[src/rtl/pong_ball.sv]
// pong_ball: moves a square ball once per frame (strobe at sx==0,sy==0) with wall bounces and flags raster pixels inside it.
// Position/bounce update one cycle after the strobe, ball_pix lags its raster inputs by one cycle; no backpressure (free-running).
module pong_ball #(
  parameter int H_RES       = 640,
  parameter int V_RES       = 480,
  parameter int H_ORIGIN    = 48,
  parameter int V_ORIGIN    = 33,
  parameter int BALL_SIZE   = 8,
  parameter int SPEED       = 2,
  parameter int START_X     = 316,
  parameter int START_Y     = 236,
  parameter int HOLD_FRAMES = 60
) (
  input  logic       pix_clk,
  input  logic       rst_pix,
  input  logic [9:0] sx,
  input  logic [9:0] sy,
  input  logic       de,
  input  logic       run,
  output logic [9:0] ball_x,
  output logic [9:0] ball_y,
  output logic       ball_pix,
  output logic       bounce
);

  localparam logic [10:0] H_RES_W   = 11'(H_RES);
  localparam logic [10:0] V_RES_W   = 11'(V_RES);
  localparam logic [10:0] SIZE_W    = 11'(BALL_SIZE);
  localparam logic [10:0] SPEED_W   = 11'(SPEED);
  localparam logic [10:0] H_ORG_W   = 11'(H_ORIGIN);
  localparam logic [10:0] V_ORG_W   = 11'(V_ORIGIN);
  localparam logic [7:0]  HOLD_LAST = 8'(HOLD_FRAMES - 1);

  typedef enum logic {HOLD, MOVE} state_t;

  state_t      state;
  logic [7:0]  hold_cnt;
  logic        dx;
  logic        dy;

  // Returns {reflect, new_dir, new_pos}; the wall clamp keeps the ball inside the active area.
  function automatic logic [11:0] axis_step(input logic [9:0] pos, input logic dir,
                                            input logic [10:0] res);
    logic [10:0] p;
    p = {1'b0, pos};
    if (dir) begin
      if (p + SPEED_W + SIZE_W >= res) axis_step = {1'b1, 1'b0, 10'(res - SIZE_W)};
      else                             axis_step = {1'b0, 1'b1, 10'(p + SPEED_W)};
    end else begin
      if (p <= SPEED_W) axis_step = {1'b1, 1'b1, 10'd0};
      else              axis_step = {1'b0, 1'b0, 10'(p - SPEED_W)};
    end
  endfunction

  logic        frame_tick;
  logic [11:0] step_x;
  logic [11:0] step_y;

  assign frame_tick = (sx == 10'd0) && (sy == 10'd0);
  assign step_x     = axis_step(ball_x, dx, H_RES_W);
  assign step_y     = axis_step(ball_y, dy, V_RES_W);

  // Raster positions left of / above the origin wrap to a set MSB and never hit.
  logic [10:0] hx;
  logic [10:0] hy;
  logic [10:0] bx;
  logic [10:0] by;
  logic        in_x;
  logic        in_y;

  assign hx   = {1'b0, sx} - H_ORG_W;
  assign hy   = {1'b0, sy} - V_ORG_W;
  assign bx   = {1'b0, ball_x};
  assign by   = {1'b0, ball_y};
  assign in_x = !hx[10] && (hx >= bx) && (hx < bx + SIZE_W);
  assign in_y = !hy[10] && (hy >= by) && (hy < by + SIZE_W);

  always_ff @(posedge pix_clk or posedge rst_pix) begin
    if (rst_pix) begin
      state    <= HOLD;
      hold_cnt <= 8'd0;
      ball_x   <= 10'(START_X);
      ball_y   <= 10'(START_Y);
      dx       <= 1'b1;
      dy       <= 1'b1;
      ball_pix <= 1'b0;
      bounce   <= 1'b0;
    end else begin
      ball_pix <= de && in_x && in_y;
      bounce   <= 1'b0;
      if (frame_tick) begin
        case (state)
          HOLD: begin
            if (hold_cnt == HOLD_LAST) begin
              state    <= MOVE;
              hold_cnt <= 8'd0;
            end else begin
              hold_cnt <= hold_cnt + 8'd1;
            end
          end
          MOVE: begin
            if (run) begin
              ball_x <= step_x[9:0];
              dx     <= step_x[10];
              ball_y <= step_y[9:0];
              dy     <= step_y[10];
              bounce <= step_x[11] | step_y[11];
            end
          end
          default: state <= HOLD;
        endcase
      end
    end
  end

endmodule
[config.mk]
export PLATFORM = sky130hd
export DESIGN_NAME = pong_ball
export DESIGN_NICKNAME = d
export VERILOG_FILES = /design/src/rtl/pong_ball.sv
export SDC_FILE = /design/constraint.sdc
export NUM_CORES = 1
export LEC_CHECK = 0
export CAP_MARGIN = 20
export CELL_PAD_IN_SITES_DETAIL_PLACEMENT = 1
export CELL_PAD_IN_SITES_GLOBAL_PLACEMENT = 1
export CORE_AREA = 2 2 94 96
export DETAILED_ROUTE_END_ITERATION = 12
export DIE_AREA = 0 0 96 98
export GPL_TIMING_DRIVEN = 0
export PLACE_DENSITY_LB_ADDON = 0.2
export REMOVE_ABC_BUFFERS = 1
export SYNTH_ARGS = -nofsm -noshare
export SYNTH_HDL_FRONTEND = slang
export SYNTH_SLANG_ARGS = --single-unit
[constraint.sdc]
create_clock -name pix_clk -period 5 [get_ports pix_clk]
set_clock_uncertainty 0.05 [all_clocks]
set_input_delay 1.5 -clock pix_clk [delete_from_list [all_inputs] [get_ports pix_clk]]
set_output_delay 1.5 -clock pix_clk [all_outputs]
set_load 0.02 [all_outputs]
Word-level counts from Yosys, hierarchy flattened
Cells that the tools add are included.

word-level totals
  bits in registers = 33
  bits in latches = 0
  bits in writable memories = 0
  ROM bits = 0
  logic and storage cells = 55
  memories kept = 0

operators by class
  $add $sub $neg = 11
  multipliers = 0
  divide/modulo/power cells = 0
  magnitude comparators = 8
  eq/ne operators = 1
  shift operators = 0
  multiplexer cells = 12
  bitwise operators = 2
  reduce and logical (&&, ||, !) cells = 13

operators with widths
  operator                 number
  $mux W12                 6
  $add A10 B2 Y11 const B  2
  $add A10 B4 Y11 const B  2
  $add A11 B4 Y11 const B  2
  $ge A11 B10 Y1           2
  $lt A11 B11 Y1           2
  $sub A10 B6 Y11 const B  2
  $le A10 B2 Y1 const B    2
  $logic_not A10 Y1        2
  $sub A10 B2 Y10 const B  2
  $ge A11 B10 Y1 const B   1
  $ge A11 B9 Y1 const B    1
  $add A8 B1 Y8 const B    1
  $eq A8 B6 Y1 const B     1
  $mux W8                  1
  $logic_and A1 B1 Y1      7
  $mux W1                  5
  $reduce_and A3 Y1        1
  $logic_not A1 Y1         2
  $reduce_and A2 Y1        1
  $not A1 Y1               1
  $or A1 B1 Y1             1

Longest topological paths before layout
  depth in word-level cells = 9
  gate-level depth with buffers = 13
  depth with buffers taken out = 13

Least setup slack after synthesis
OpenSTA, ideal clock, no wires.

  path type = input -> register
  start = input port sy[0]
  end = register ball_pix
  library setup time = 0.100 ns
  arrival time = 3.597 ns
  data required time = 4.850 ns
  path slack = 1.252 ns
  stages on the path = 13
  buffers on the path = 0
  path through = inv_1 > ha_1 > nand3b_1 > nand2_1 > nand2_1 > xnor2_1 > ha_1 > o21ai_0 > a21oi_1 > o31ai_1 > nand2_1 > or4_1 > nor4bb_1

on the way
  cells in the longest elaborated chain, start to end = 5
  elaborated cells between the ends (all ways) = 7
  those cells by class = add/sub (1); order compare (2); reduce/logical (4)

RTL lines
  item                                                RTL line  source
  from (decl)                                         17        input logic [9:0] sy,
  $sub A10 B6 Y11 *                                   72        assign hy = {1'b0, sy} - V_ORG_W;
  $ge A11 B10 Y1 or $logic_not A1 Y1 (tied branches)  76        assign in_y = !hy[10] && (hy >= by) && (hy < by + SIZE_W);
  $logic_and A1 B1 Y1                                 76
  $logic_and A1 B1 Y1 *                               76
  $logic_and A1 B1 Y1 *                               89        ball_pix <= de && in_x && in_y;
  to (signal assigned)                                89
  to (decl)                                           22        output logic ball_pix,

Every way passes the cells marked *; elsewhere a longest branch is shown, timed or not.
A chain may end at the register's enable or synchronous reset.

Worst setup path after layout
  start = input port sx[7]
  end = register ball_x[6]

on the way
  cells in the longest elaborated chain, start to end = 3

RTL lines
  item                                RTL line  source
  from (decl)                         16        input logic [9:0] sx,
  $logic_not A10 Y1                   59        assign frame_tick = (sx == 10'd0) && (sy == 10'd0);
  $logic_and A1 B1 Y1                 59
  $reduce_and A3 Y1 (no source line)  n/a
  to (signal assigned)                82        ball_x <= 10'(START_X);
  to (signal assigned)                103       ball_x <= step_x[9:0];
  to (decl)                           20        output logic [9:0] ball_x,

No other way between the ends.

==> out/summary.txt <==
top_reg_cell synth: dfrtp_1
Port Buf Inserts: 43
Setup Slack @ Placement: 0.236 ns
sum of buffers and inverters on the critical path: 1
core outline area: 8470 µm²
detailed-route via count: 3601
CP Capture Type: flop
CP peak stage delay: 0.91 ns
RSZ-0062 raised after global routing: no
minimum clock period: 4.47 ns
R2R Setup Slk: 1.81 ns
Starting Density: 0.431
CTS-repair resized insts: 0
gpl congestion: 0.862
placed wire-length estimate: 8670 µm
Arr. time, crit path: 4.65 ns
gr ovfl total: 0
fin nets: 573
placement row count: 34
max cap viols: 0
fin. max-slew vios: 0
first-pass GRT wire length: 18600 µm
R2R depth: 7
# DRC: 0
Crit Path Category: input port to flop
FMAX: 0.224 GHz
EDFF count, synth: 0
Slew @ Worst Pin: 0.983 ns
Hold Path End: hold_cnt[7]$_DFFE_PP0P_
Post-Route WL: 11000 µm
post-CTS setup repair buffer count: 0
H-tree levels: 2
Hold Path Stages: 1
vias per cell: 5.93
Mapped Area: 3650 µm²
worst-path fanout max: 16
R2R Path End: bounce$_DFF_PP0_
post-synthesis register bit count: 31
setup ws final: 0.526 ns
VDD IR max: 0.000115 V
yosys warns: 0
clock tree sinks: 31
Synth Instances: 465
ant diodes: 0
Required @ worst endpoint: 5.18 ns
type of origin of the critical path: input port
CTS root buffer: clkbuf_8
FF-to-FF Start: ball_y[5]$_DFFE_PP1P_
TritonRoute pass-1 iters: 4
fin crit share: 0.895
pin count of the biggest net entering global routing: 20
initial antenna violation count: 0
DRT antenna net count: 0
TritonCTS clock tree: built
Worst-path clk slew: 0.08 ns
post-synth cell types: 62
DRT iter0 DRCs: 177
ys async rst share: 1.00
WL per Instance: 18.1 µm
clock latency on the worst-skew pair: 0.29 ns
Hold Startpoint: hold_cnt[7]$_DFFE_PP0P_
Critical-path top delay cell: or4_1
post-synthesis sequential area ratio: 0.217
Die Wd: 96 µm
CP Cell Sequence: clkdlybuf4s50_1, nor4_1, nand3_1, or4_1, or2_1, or3_1, o21ai_1, a31o_1
Layout area overhead: 16.8%
Slew headroom: 0.339
Hold Path Class: flop to flop
pwr dens: 132 nW/µm²
Mapped Avg Cell Area: 7.85 µm²
die height: 98 µm
I/O Pins: 46
Setup-failing EPs final: 0
GRT Overall Usage: 0.249
Final Hold Viols: 0
Worst path top cell family by delay: simple AND/OR/NAND/NOR gates
status: finished clean
share of cells above drive strength 1: 0.0762
Hold Buf Count CTS: 0
P_leak: 0.00175 µW
number of global-route vias before repair: 3827
Sum Neg Setup Slack: 0 ns
TritonCTS buffer count: 5
Die ar.: 9410 µm²
CTS max path bufs: 2
## layout make-up
cell class	instances	area, µm²
clock buffers	5	68.8
inverters	35	131
well taps	108	135
repair buffers	44	458
flip-flops and latches	31	791
fillers	1035	4200
clock inverters	3	23.8
multi-input cells	381	2660
## worst register-to-register path, delay by kind of cell, from the launching register on
| kind | cells | cell delay (ns) |
|---|---|---|
| and+or+nand+nor | 3 | 0.98 |
| DFF | 1 | 0.73 |
| AOI/OAI and AO/OA | 4 | 1.31 |
## where the power goes
part / total, µW / switching (µW) / internal, µW
Clock: 212 / 113 / 99.5
Sequential: 251 / 0.0716 / 251
Combinational: 98.7 / 52.8 / 45.9
## how the worst max path moves through the flow
stage	startpoint	endpoint	slack, ns	cells after the start
3_3_place_gp	sx[6]	ball_y[8]$_DFFE_PP0P_	0.15	6
2_1_floorplan	sy[0]	ball_pix$_DFF_PP0_	1.25	13
5_1_grt	sy[0]	ball_pix$_DFF_PP0_	0.29	14
6_report	sx[7]	ball_x[6]$_DFFE_PP0P_	0.53	8
3_5_place_dp	sx[7]	ball_x[6]$_DFFE_PP0P_	0.24	8
4_1_cts	sx[7]	ball_x[6]$_DFFE_PP0P_	0.54	8
## sequential cells by signal (all words and copies together), names as in the netlist
register / count
ball_x: 9
state: 1
dy: 1
dx: 1
ball_pix: 1
bounce: 1
hold_cnt: 8
ball_y: 9
## metrics by stage
stage          cells   util  hold WS [ns]  instance area [µm²]  total power, µW
2_1_floorplan    447      -         0.392                 3570              308
3_3_place_gp     598  0.488         0.410                 4130              346
3_5_place_dp     599  0.493         0.416                 4170              355
4_1_cts          607  0.504         0.434                 4260              569
5_1_grt          607  0.504         0.441                 4260              595
6_report         607  0.504         0.430                 4260              562
## cell usage in the layout, fill, tap and decap left out, drive strengths merged, types with 7 or more instances in the layout
cell type       n
a21oi          24
dfrtp          19
nand3          25
o21ai          36
o22ai           7
or3             7
ha             51
clkdlybuf4s50  43
nor2           26
xor2           12
nand4           8
nand2          47
nor3           13
xnor2          23
nand2b          8
inv            35
dfstp          12
nor4           14
## synth_stat cells (all sizes together) (12+ instances only)
cell type,instances,area (µm²)
a21oi,24,120
dfrtp,19,475
dfstp,12,315
ha,51,638
inv,34,128
nand2,47,176
nand3,25,125
nor2,26,97.6
nor3,13,65.1
nor4,14,106
o21ai,36,180
xnor2,23,201
xor2,12,105
## metal layers
metal / global-route usage / vias to the layer above / part of all wire
met2: 0.404 / 73 / 0.48
met4: 0.0374 / 0 / 0.0077
met3: 0.0378 / 9 / 0.039
li1: - / 1760 / -
met5: 0 / - / 0
met1: 0.354 / 1759 / 0.47
## cell families (layout without fill, tap and decap cells)
| family | after synthesis | in the layout | share of synthesized area |
|---|---|---|---|
| other | 1 | 2 | 0.00103 |
| muxes | 5 | 5 | 0.0147 |
| AOI/OAI and AO/OA | 118 | 118 | 0.211 |
| DFF | 31 | 31 | 0.217 |
| adders and majority gates | 51 | 51 | 0.175 |
| and+or+nand+nor | 170 | 170 | 0.239 |
| xor gates and xnor gates | 35 | 35 | 0.0840 |
| buffers and inverters | 54 | 87 | 0.0596 |
No activity file was read; power rests on OpenSTA's default activity.
